**config.mk**
```make
export PLATFORM = sky130hd
export DESIGN_NAME = sensor_input_conditioner
export DESIGN_NICKNAME = d
export VERILOG_FILES = /design/src/rtl/sensor_input_conditioner.sv
export SDC_FILE = /design/constraint.sdc
export NUM_CORES = 1
export LEC_CHECK = 0
export CORE_UTILIZATION = 46
export DETAILED_ROUTE_END_ITERATION = 8
export HOLD_SLACK_MARGIN = 0.03
export PLACE_DENSITY = 0.69
export SETUP_SLACK_MARGIN = 0.05
export SLEW_MARGIN = 0
export SYNTH_ARGS = -nofsm -noshare
export SYNTH_HDL_FRONTEND = slang
export SYNTH_SLANG_ARGS = --single-unit
```
**constraint.sdc**
```tcl
create_clock -name clock -period 1.9 [get_ports clock]
set_input_delay 0.38 -clock clock [delete_from_list [all_inputs] [get_ports clock]]
set_output_delay 0.38 -clock clock [all_outputs]
set_load 0.02 [all_outputs]
```
**src/rtl/sensor_input_conditioner.sv**
```systemverilog
// sensor_input_conditioner: sync, prescaled debounce and edge strobes
// for the irrigation sensor and switch lines.
module sensor_input_conditioner #(
  parameter int                 WIDTH          = 8,
  parameter int                 PRESCALE       = 1000,
  parameter int                 STABLE_SAMPLES = 4,
  parameter logic [WIDTH-1:0]   RESET_VALUE    = '0
) (
  input  logic             clock,
  input  logic             reset_n,
  input  logic [WIDTH-1:0] raw_inputs,
  output logic [WIDTH-1:0] debounced,
  output logic [WIDTH-1:0] rising,
  output logic [WIDTH-1:0] falling,
  output logic             any_change,
  output logic             sample_tick
);

  localparam int PW = (PRESCALE > 1) ? $clog2(PRESCALE) : 1;
  localparam int CW = (STABLE_SAMPLES > 1) ? $clog2(STABLE_SAMPLES) : 1;
  localparam logic [PW-1:0] P_LAST = PW'(PRESCALE - 1);
  localparam logic [CW-1:0] C_LAST = CW'(STABLE_SAMPLES - 1);

  logic [WIDTH-1:0]         sync_q1;
  logic [WIDTH-1:0]         sync_q2;
  logic [PW-1:0]            pre_cnt;
  logic                     tick_now;
  logic [WIDTH-1:0][CW-1:0] cnt_q;
  logic [WIDTH-1:0][CW-1:0] cnt_d;
  logic [WIDTH-1:0]         deb_d;
  logic [WIDTH-1:0]         rise_d;
  logic [WIDTH-1:0]         fall_d;

  // Tick is decided from the prescaler so the filter acts on the
  // same edge that raises sample_tick.
  assign tick_now = (pre_cnt == P_LAST);

  // Two-flop synchroniser, clocked every cycle.
  always_ff @(posedge clock or negedge reset_n) begin
    if (!reset_n) begin
      sync_q1 <= RESET_VALUE;
      sync_q2 <= RESET_VALUE;
    end else begin
      sync_q1 <= raw_inputs;
      sync_q2 <= sync_q1;
    end
  end

  // Free-running prescaler with registered tick.
  always_ff @(posedge clock or negedge reset_n) begin
    if (!reset_n) begin
      pre_cnt     <= '0;
      sample_tick <= 1'b0;
    end else begin
      pre_cnt     <= tick_now ? '0 : pre_cnt + PW'(1);
      sample_tick <= tick_now;
    end
  end

  // Per-bit mismatch counting and acceptance of a new level.
  always_comb begin
    deb_d  = debounced;
    rise_d = '0;
    fall_d = '0;
    cnt_d  = cnt_q;
    if (tick_now) begin
      for (int b = 0; b < WIDTH; b++) begin
        if (sync_q2[b] == debounced[b]) begin
          cnt_d[b] = '0;
        end else if (cnt_q[b] == C_LAST) begin
          deb_d[b]  = sync_q2[b];
          rise_d[b] = sync_q2[b];
          fall_d[b] = ~sync_q2[b];
          cnt_d[b]  = '0;
        end else begin
          cnt_d[b] = cnt_q[b] + CW'(1);
        end
      end
    end
  end

  // Filter state and one-cycle strobes.
  always_ff @(posedge clock or negedge reset_n) begin
    if (!reset_n) begin
      cnt_q      <= '0;
      debounced  <= RESET_VALUE;
      rising     <= '0;
      falling    <= '0;
      any_change <= 1'b0;
    end else begin
      cnt_q      <= cnt_d;
      debounced  <= deb_d;
      rising     <= rise_d;
      falling    <= fall_d;
      any_change <= (|rise_d) | (|fall_d);
    end
  end

endmodule
```
# [Word-level counts from Yosys, hierarchy flattened]
# Index checks and enable logic that the tools add are counted.
[word_totals] latchBits=0 elab_cells=127 regBits=68 inputBits=10 mem_count=0 out_inout_bits=26 mem_bits_rw=0 romBits=0
[op_classes] n_div=0 magnitude_cmp=0 n_mul=0 reduce_logical=10 muxes=51 n_eq_ne=17 bitwise_logic=17 addsub=9 n_shift=0
[op_table] cell="2-to-1 mux 1 bit" n=32
[op_table] cell="2-to-1 mux 2 bit" n=16
[op_table] cell="AND reduction 3 bit" n=8
[op_table] cell="adder 2 x 1 -> 2 bit, second input constant" n=8
[op_table] cell="equality test 2 bit, second input constant" n=8
[op_table] cell="2-to-1 mux 8 bit" n=2
[op_table] cell="NOT 1 bit" n=16
[op_table] cell="OR reduction 8 bit" n=2
[op_table] cell="adder 10 x 1 -> 10 bit, second input constant" n=1
[op_table] cell="equality test 10 bit, second input constant" n=1
[op_table] cell="2-to-1 mux 10 bit" n=1
[op_table] cell="equality test 1 bit" n=8
[op_table] cell="bitwise OR 1 bit" n=1

# [Longest topological paths before layout]
# Gate-level depths: netlist (run 1).
[depth] depth_word=6 depth_mapped=8

# [Worst setup path before layout (run 1)]
# OpenSTA, ideal clock, no wires.
[synth_path] kind="flip-flop to flip-flop" start="register pre_cnt[0]" end="register debounced[0]" arrival_ns=1.600 synth_period_minus_slack_ns=1.725 n_path_buf=1 required_ns=1.775 setup_slack_ns=0.175 path_stages_with_launch=8 path_cell_list="dfrtp_1 ha_1 nand4b_1 or3_4 inv_2 buf_6 nand2_2 mux2_4"
[synth_via] elab_chain_len=2
[synth_rtl] element="start, declared" line_no="26" text="logic [PW-1:0] pre_cnt;"
[synth_rtl] element="start signal, assigned" line_no="55" text="pre_cnt <= tick_now ? '0 : pre_cnt + PW'(1);"
[synth_rtl] element="equality test 10 bit" line_no="36" text="assign tick_now = (pre_cnt == P_LAST);"
[synth_rtl] element="AND reduction 3 bit (no source line)"
[synth_rtl] element="end signal, assigned" line_no="86" text="debounced <= RESET_VALUE;"
[synth_rtl] element="end signal, assigned" line_no="92" text="debounced <= deb_d;"
[synth_rtl] element="end, declared" line_no="12" text="output logic [WIDTH-1:0] debounced,"
# No other way between the ends.
# A chain may end at the register's enable or synchronous reset.

# [Worst setup path in the final report (run 1)]
[layout_path] start="register pre_cnt[0]" end="register cnt_q[8] in the netlist's numbering"
[layout_via] elab_chain_len=1
[layout_rtl] element="equality test 10 bit" line_no="36"
[layout_rtl] element="end signal, assigned" line_no="91" text="cnt_q <= cnt_d;"
[layout_rtl] element="end, declared" line_no="28" text="logic [WIDTH-1:0][CW-1:0] cnt_q;"
# No other way between the ends.

==> results of run 1 <==
## cell type report
cell class	instances	area share [%]
Clock buffer	13	4.638
Clock inverter	2	0.2922
Inverter	6	0.7305
Multi-Input combinational cell	139	28.45
Sequential cell	68	49.67
Tap cell	72	2.630
Timing Repair Buffer	47	13.59
## routing by layer
metal	up-vias	share of wire [%]	track usage, %
met2	27	46	24.22
li1	858	-	-
met5	-	0	0
met1	846	49	23.27
met4	0	1.7	8.727
met3	10	3.0	4.253
## worst paths after layout
kind	slack [ns]	endpoint	start
setup / recovery	0.11	cnt_q[8]$_DFFE_PN0P_	pre_cnt[0]$_DFF_PN0_
hold / removal	0.35	sync_q2[3]$_DFF_PN0_	sync_q1[3]$_DFF_PN0_
setup reg to reg	0.11	cnt_q[8]$_DFFE_PN0P_	pre_cnt[0]$_DFF_PN0_
hold reg to reg	0.35	sync_q2[3]$_DFF_PN0_	sync_q1[3]$_DFF_PN0_
max in group asynchronous	0.92	rising[1]$_DFF_PN0_	reset_n
min in group asynchronous	0.47	cnt_q[15]$_DFFE_PN0P_	reset_n
## synth_stat cells, types with 2 or more instances
cell       n
a21o_1     6
and2_1     2
buf_2      2
clkbuf_1   2
dfrtp_1   68
ha_1       9
inv_1      5
mux2_4     7
nand2_1   23
nand2_2    5
nand2_4    2
nand3_1    8
nand3b_1  10
nand4_1    4
nor2_1    21
nor3b_1    6
nor4_1     6
o31ai_1    6
xnor2_1    8
xor2_1     6
## worst register-to-register path: cells and delay by family (launching register included)
family / cells / cell delay (ns)
adders and majority gates: 1 / 0.18
AOI/OAI and AO/OA: 1 / 0.12
DFF: 1 / 0.37
buffers and inverters: 1 / 0.26
and+or+nand+nor: 3 / 0.79
## registers in the layout, summed over array words and instances, names as in the netlist
signal / cells
any_change: 1
cnt_q: 16
debounced: 8
falling: 8
pre_cnt: 10
rising: 8
sample_tick: 1
sync_q1: 8
sync_q2: 8
## power by group through the flow
stage | Clock (mW) | Sequential, mW | Combinational, mW
global placement | 0 | 1.50 | 0.0648
CTS | 1.05 | 1.48 | 0.0670
detailed placement | 0 | 1.50 | 0.0649
floorplan | 0 | 1.50 | 0.0116
finish | 1.02 | 1.48 | 0.0648
global route | 1.13 | 1.48 | 0.0737
## cell families after synthesis
| group | synth area share, % |
|---|---|
| muxes | 4.258 |
| xor gates and xnor gates | 4.487 |
| DFF | 62.27 |
| AOI/OAI and AO/OA | 4.579 |
| buffers and inverters | 2.289 |
| adders and majority gates | 4.121 |
| and+or+nand+nor | 17.99 |
## through the flow
stage	total power, mW	cells	setup WS (ns)	utilization (%)
after floorplan	1.513	220	0.1747	-
after global placement	1.569	331	0.1650	57.70
after detailed placement	1.569	331	0.1129	57.70
after CTS	2.591	347	0.08898	60.89
after global routing	2.677	347	0.03622	61.09
final	2.566	347	0.1122	61.09
## timing repair
action	in CTS	in global routing
hold endpoints to repair	11	0
gates resized for setup	0	3
hold buffers	1	0
endpoints found under the setup margin	0	9
==> flow_summary.ini, run 1 <==
[run_status]
status = completed

[floorplanning]
pin_count = 36
initial_core_util_pct = 48.73
coreArea_sq_um = 5608
dieArea_sq_um = 6253
row_count = 27
die_h_um = 79.08
die_x_um = 79.08

[sta]
setup_violations = 0
fin_skew_ns = 0.006226
slew_violations = 0
fin_tns_setup_ns = 0
finalHoldViolCount = 0
max_freq_ghz = 0.5594
post-route-period-util_pct = 94.09
slew_headroom_pct = 74.26
hold_slack_ns = 0.3505
worst_pin_slew_ns = 0.3861
finalCriticalPeriod_ns = 1.788
rsz0062_at_grt = yes

[logic_synthesis]
synth_seq_cells = 68
ys_types = 34
synth_nets = 239
synthFlopType = dfrtp_1
async_flop_share_pct = 100.0
netlist.top_cell.by_area = dfrtp_1
ys_seq_area_share_pct = 62.27
ys_warn_count = 0
synth_edf_count = 0
avgSynthCellArea_sq_um = 12.42
netlist_instances = 220
synth_area_leaders = dfrtp_1, ha_1, mux2_4, nand2_1, nor2_1
synth_top_area_share_pct = 62.27
synthesis.area_sq_um = 2733

[setup_path]
startpoint_type = register
cp_slowest_cell = dfrtp_1
worstPathArrival_ns = 2.06
endpoint_kind = register
cp_top_family = simple AND/OR/NAND/NOR gates
worstRegToRegCells = 6
crit_chain = ha_1 > nand4b_1 > or3_4 > buf_4 > nor4_1 > a21o_1
crit_required_ns = 2.17
cp_num_buf_inv = 1
path_max_fanout = 38
crit_type = register to register
cp_num_cells = 6
critical-path-max-stage-delay_ns = 0.37

[placed_design]
place.gp.congestion = 0.7511
placed_cell_area_sq_um = 3236
dp_hpwl_mm = 3.148
numPortBuffers = 35

[power]
powerDensity_nw_per_um2 = 749.1
p_leak_nw = 1.697
p_sw_mw = 0.5374
p_seq_share_pct = 57.6
ir_drop_mv = 0.3703
power.internal_mw = 2.029
pwr-share-clk_pct = 39.9
switching_share_pct = 20.94
p_comb_share_pct = 2.5

[detailed_routing]
drcViolationCount = 0
antenna_left = 0
num_vias = 1741
drtIter0Drc = 55
wl_mm = 4.624
via_per_inst = 5.017
dr.pass1.iters = 4
wire_per_inst_um = 13.33

[layout]
multi_input_area_sq_um = 974.7
area_growth_pct = 25.37
seq_area_sq_um = 1702
diodes = 0
layout_common_cells = dfrtp_1, clkdlybuf4s50_1, nand2_1
postLayoutCellArea_sq_um = 3426
fillers = 479
mostFrequentLayoutCell = dfrtp_1
drive_gt1_share_pct = 16.00
nets = 290

[cts]
clk_pin_slew_ns = 0.07
worstSkewPairLatency_ns = 0.33
cts_buffers = 9
cts_buffer_depth = 2
htreeDepth = 3
post_cts_buffers = 0
cts_tree = yes
cts.sinks = 68
root_buffer = clkbuf_8

[grt]
grt_usage_pct = 16.75
grt_max_degree = 43
grt_overflow = 0
grt_pass1_wl_mm = 7.879
grt_pass1_vias = 1693
grt_antenna_before_repair = 0

[min_path]
hold_depth = 0
hp-class = register to register

[run]
drv_cap = 0
(Power assumes the default switching activity.)
==> run 2, diff against run 1 <==
Settings changed: CAP_MARGIN set to 10, PLACE_DENSITY 0.69 to not set, PLACE_DENSITY_LB_ADDON set to 0.1.
==> run 2 against run 1 <==
Compared with the run above:
- register-to-register slack worse by 0.02 ns
- clock skew is 0.0037 ns higher
- wire length is 4.0% lower
- maximum frequency is 0.96% lower
- sequential share of layout area is 0.055 points higher
- sequential power hardly changed
- cell area is 0.11% lower
- global-route usage is 0.54 points lower
- critical path type unchanged
- critical endpoint is now debounced[5]$_DFFE_PN0P_
- largest cell class unchanged
==> flow_summary.ini, run 2 (same netlist as run 1, synthesis figures left out) <==
[run_status]
status = completed

[power]
power.internal_mw = 1.996
p_seq_share_pct = 57.7
pwr-share-clk_pct = 39.9
powerDensity_nw_per_um2 = 748.3
p_comb_share_pct = 2.4
switching_share_pct = 22.04
p_sw_mw = 0.5644
p_leak_nw = 1.682
ir_drop_mv = 0.4600

[detailed_routing]
wl_mm = 4.441
dr.pass1.iters = 4
drtIter0Drc = 58
num_vias = 1721
wire_per_inst_um = 12.84
via_per_inst = 4.974
antenna_left = 0
drcViolationCount = 0

[sta]
rsz0062_at_grt = yes
worst_pin_slew_ns = 0.3590
slew_violations = 0
fin_skew_ns = 0.009879
fin_tns_setup_ns = 0
setup_violations = 0
slew_headroom_pct = 76.07
max_freq_ghz = 0.5540
post-route-period-util_pct = 95.00
finalHoldViolCount = 0
finalCriticalPeriod_ns = 1.805

[grt]
grt_pass1_vias = 1721
grt_overflow = 0
grt_pass1_wl_mm = 7.548
grt_antenna_before_repair = 0
grt_usage_pct = 16.21
grt_max_degree = 69

[layout]
area_growth_pct = 25.23
drive_gt1_share_pct = 16.79
top_register = cnt_q
nets = 288
seq_area_sq_um = 1702
layout_common_cells = dfrtp_1, clkdlybuf4s50_1, nand2_1
largestRegisters = cnt_q: 16 flops, pre_cnt: 10 flops
diodes = 0
largest_reg_flops = 16
multi_input_area_sq_um = 983.4
postLayoutCellArea_sq_um = 3422
mostFrequentLayoutCell = dfrtp_1
fillers = 481

[floorplanning]
pin_count = 36
dieArea_sq_um = 6253
die_h_um = 79.08
row_count = 27
initial_core_util_pct = 48.73
coreArea_sq_um = 5608
die_x_um = 79.08

[placed_design]
place.gp.congestion = 0.7597
placed_cell_area_sq_um = 3213
numPortBuffers = 35
dp_hpwl_mm = 2.960

[setup_path]
endpoint_kind = register
startpoint_type = register
worstRegToRegCells = 7
worstPathArrival_ns = 2.02
path_max_fanout = 5
crit_required_ns = 2.12
crit_type = register to register

[cts]
clk_pin_slew_ns = 0.07
cts_buffers = 9
worstSkewPairLatency_ns = 0.34
cts_tree = yes
cts_buffer_depth = 2
htreeDepth = 3
cts.sinks = 68
root_buffer = clkbuf_8

[run]
drv_cap = 0

[min_path]
hp-class = input port to asynchronous set/reset pin
-- run 2: cell types whose count changed in the layout (fill, tap and decap cells not counted), sizes merged --
cell / previous run / this run
clkinvlp: 0 / 2
buf: 12 / 11
clkbuf: 13 / 12
dlygate4sd3: 1 / 0
-- run 2: cell type report --
type	count	share of cell area (%)
Sequential cell	68	49.73
Multi-Input combinational cell	139	28.74
Timing Repair Buffer	45	13.20
Clock buffer	12	4.241
Tap cell	72	2.633
Clock inverter	4	0.7313
Inverter	6	0.7313
-- run 2: worst max-delay path: stages (launching register included) --
cell and delay [ns]:
dfrtp_1 0.38, ha_2 0.19, nand4b_1 0.15, or3_4 0.39, inv_4 0.09, buf_4 0.14
nand2_4 0.06, mux2_4 0.29
-- run 2: path summary, 6_finish.rpt --
check | endpoint | slack (ns) | startpoint
max | debounced[5]$_DFFE_PN0P_ | 0.09 | pre_cnt[0]$_DFF_PN0_
min | cnt_q[3]$_DFFE_PN0P_ | 0.03 | reset_n
max reg2reg | debounced[5]$_DFFE_PN0P_ | 0.09 | pre_cnt[0]$_DFF_PN0_
min reg2reg | sync_q2[5]$_DFF_PN0_ | 0.35 | sync_q1[5]$_DFF_PN0_
max in group asynchronous | sync_q2[2]$_DFF_PN0_ | 1.56 | reset_n
min in group clock | sync_q2[5]$_DFF_PN0_ | 0.35 | sync_q1[5]$_DFF_PN0_
-- run 2: stage by stage --
stage / power, mW / hold slack, ns / setup WS, ns / utilization [%] / std cells
2_1_floorplan: 1.513 / 0.08441 / 0.1747 / - / 220
3_3_place_gp: 1.567 / 0.3325 / 0.1554 / 57.30 / 328
3_5_place_dp: 1.568 / 0.3365 / 0.1008 / 57.30 / 328
4_1_cts: 2.603 / 0.04959 / 0.09065 / 60.33 / 344
5_1_grt: 2.663 / 0.07465 / 0.01389 / 61.02 / 346
6_report: 2.561 / 0.02841 / 0.09495 / 61.02 / 346
-- run 2: power by group through the flow --
| stage | registers (mW) | clock network, mW | logic (mW) |
|---|---|---|---|
| 5_1_grt | 1.48 | 1.12 | 0.0696 |
| 2_1_floorplan | 1.50 | 0 | 0.0116 |
| 6_report | 1.48 | 1.02 | 0.0607 |
| 4_1_cts | 1.48 | 1.06 | 0.0632 |
| 3_5_place_dp | 1.50 | 0 | 0.0631 |
| 3_3_place_gp | 1.50 | 0 | 0.0631 |
-- run 2: repair_timing --
action | 4_1_cts | 5_1_grt
gates resized for setup | 0 | 6
buffers inserted | 0 | 2
hold buffers | 0 | 0
setup endpoints to repair | 0 | 13
endpoints found under the hold margin | 0 | 0
-- run 2: per-layer routing --
layer | global-route usage [%] | up-vias | part of all wire, %
li1 | - | 847 | -
met1 | 19.51 | 839 | 47
met2 | 26.12 | 28 | 48
met3 | 5.862 | 7 | 4.0
met4 | 7.091 | 0 | 1.4
met5 | 0 | - | 0
==> run 3, diff against run 2 <==
Settings changed: ABC_AREA set to 1, CAP_MARGIN 10 to 25, CORE_UTILIZATION 46 to 38.
==> run 3 against run 2 <==
Compared with the run above:
- non-clock buffer count fell by 4
- sequential share of layout area fell by 1.3 points
- die area rose by 25%
- hold slack improved by 0.32 ns
- synthesized cell count rose by 38%
- clock-buffer cell count rose by 3
- combinational power rose by 2%
- wire length rose by 17%
- highest routed layer unchanged
==> flow_summary.ini, run 3 <==
[grt]
grt_pass1_wl_mm = 8.866
grt_usage_pct = 15.30
grt_overflow = 0
grt_antenna_before_repair = 0
grt_max_degree = 38
grt_pass1_vias = 1982

[cts]
cts_buffer_depth = 2
cts.sinks = 68
cts_resized = 0
post_cts_buffers = 0
worstSkewPairLatency_ns = 0.33
cts_buffers = 9
cts_tree = yes
root_buffer = clkbuf_8
htreeDepth = 3
clk_pin_slew_ns = 0.07

[setup_path]
worstPathArrival_ns = 1.39
endpoint_kind = output pin
crit_required_ns = 1.52
timing.rr.start = pre_cnt[0]$_DFF_PN0_
startpoint_type = register
crit_chain = clkdlybuf4s50_1
path_max_fanout = 5
critical-path-max-stage-delay_ns = 0.64
cp_top_family = buffers and inverters
reg2reg_slack_ns = 0.24
crit_type = register to output pin
cp_slowest_cell = clkdlybuf4s50_1
worstRegToRegCells = 9
cp_num_buf_inv = 1
rr_endpoint = debounced[2]$_DFFE_PN0P_

[floorplanning]
die_h_um = 88.49
row_count = 31
dieArea_sq_um = 7830
initial_core_util_pct = 39.19
coreArea_sq_um = 7253
die_x_um = 88.49
pin_count = 36

[sta]
fin_skew_ns = 0.004783
fin_tns_setup_ns = 0
finalHoldViolCount = 0
finalCriticalPeriod_ns = 1.773
slew_violations = 0
rsz0062_at_grt = no
slew_headroom_pct = 73.62
setup_violations = 0
max_freq_ghz = 0.5640
post-route-period-util_pct = 93.31
worst_pin_slew_ns = 0.3927

[placed_design]
numPortBuffers = 35
place.gp.congestion = 0.7756
dp_hpwl_mm = 3.714
placed_cell_area_sq_um = 3321
place_inst = 437

[run]
drv_cap = 0

[logic_synthesis]
synth_nets = 322
avgSynthCellArea_sq_um = 9.382
async_flop_share_pct = 100.0
ys_seq_area_share_pct = 59.86
synth_most_common_cell = dfrtp_1
netlist.top_cell.by_area = dfrtp_1
synthFlopType = dfrtp_1
ys_types = 25
synth_edf_count = 0
synth_seq_cells = 68
ys_warn_count = 0
synthesis.area_sq_um = 2843
synth_area_leaders = dfrtp_1, nand2_1, inv_1, nor2_1, ha_1
netlist_instances = 303
synth_top_area_share_pct = 59.86
synthTopCellsByCount = dfrtp_1, nand2_1, inv_1

[layout]
layout_common_cells = dfrtp_1, nand2_1, inv_1
nets = 369
largest_reg_flops = 16
utilization_pct = 48.42
postLayoutCellArea_sq_um = 3512
multi_input_area_sq_um = 889.6
seq_area_sq_um = 1702
area_growth_pct = 23.55
top_register = cnt_q
final_cells = 454
drive_gt1_share_pct = 7.887
mostFrequentLayoutCell = dfrtp_1
largestRegisters = cnt_q: 16 flops, pre_cnt: 10 flops
diodes = 0
fillers = 693

[detailed_routing]
drcViolationCount = 0
wl_mm = 5.209
wire_per_inst_um = 11.47
dr.pass1.iters = 4
drtIter0Drc = 65
num_vias = 2019
via_per_inst = 4.447
antenna_left = 0

[power]
ir_drop_mv = 0.3558
powerDensity_nw_per_um2 = 743.4
p_leak_nw = 1.789

[run_status]
status = completed

[min_path]
hp-class = register to register
min_from = sync_q1[1]$_DFF_PN0_
hold_depth = 0
hold_end = sync_q2[1]$_DFF_PN0_
## run 3: changes by cell type after synthesis, moves of 10 or more
cell      change
inv_1        +48
nand2_1      +35
nand3b_1     -10
nor2_1       +13
nor3_1       +16
o21ai_0      +14
o21ai_1      +17
## run 3: cell type report
class / instances / area share, %
Clock buffer: 15 / 5.023
Clock inverter: 1 / 0.1425
Inverter: 56 / 5.985
Multi-Input combinational cell: 174 / 25.33
Sequential cell: 68 / 48.45
Tap cell: 99 / 3.527
Timing Repair Buffer: 41 / 11.54
## run 3: timing repair
| action | in CTS | in global routing |
|---|---|---|
| endpoints found under the setup margin | 0 | 0 |
| hold buffers | 1 | 0 |
| hold endpoints to repair | 15 | 0 |
## run 3: logic make-up after synthesis
| logic type | synth area share (%) |
|---|---|
| DFF | 59.86 |
| and+or+nand+nor | 18.62 |
| AOI/OAI and AO/OA | 7.790 |
| buffers and inverters | 8.846 |
| adders and majority gates | 3.961 |
| xor gates and xnor gates | 0.9245 |
## run 3: worst max-delay path by stage
stage | startpoint | endpoint | cells past startpoint
finish | debounced[1]$_DFFE_PN0P_ | debounced[1] | 1
global route | debounced[2]$_DFFE_PN0P_ | debounced[2] | 1
CTS | debounced[1]$_DFFE_PN0P_ | debounced[1] | 1
detailed placement | pre_cnt[0]$_DFF_PN0_ | debounced[2]$_DFFE_PN0P_ | 9
global placement | pre_cnt[0]$_DFF_PN0_ | any_change$_DFF_PN0_ | 10
floorplan | pre_cnt[0]$_DFF_PN0_ | pre_cnt[0]$_DFF_PN0_ | 8
## run 3: metrics by stage
| step | worst slack, ns | hold slack (ns) | total power, mW |
|---|---|---|---|
| 6_report | 0.1271 | 0.3492 | 2.611 |
| 5_1_grt | 0.06407 | 0.3557 | 2.715 |
| 4_1_cts | 0.1057 | 0.3499 | 2.656 |
| 3_5_place_dp | 0.2387 | 0.3329 | 1.564 |
| 3_3_place_gp | 0.3093 | 0.3318 | 1.564 |
| 2_1_floorplan | 0.4642 | 0.08441 | 1.508 |
## run 3: layer usage
layer	share of wire, %	track usage (%)	vias to the layer above
met4	2.1	7.478	0
met2	47	24.69	19
li1	-	-	1041
met3	2.4	3.358	9
met1	49	19.56	950
met5	0	0	-
## run 3: report_power, final
group	switching [mW]	internal [mW]	total (mW)	leakage, nW
sequential	0.00801	1.46	1.47	0.899
combinational	0.0372	0.0247	0.0619	0.797
clock	0.495	0.581	1.08	0.0937
total	0.540	2.07	2.61	1.79
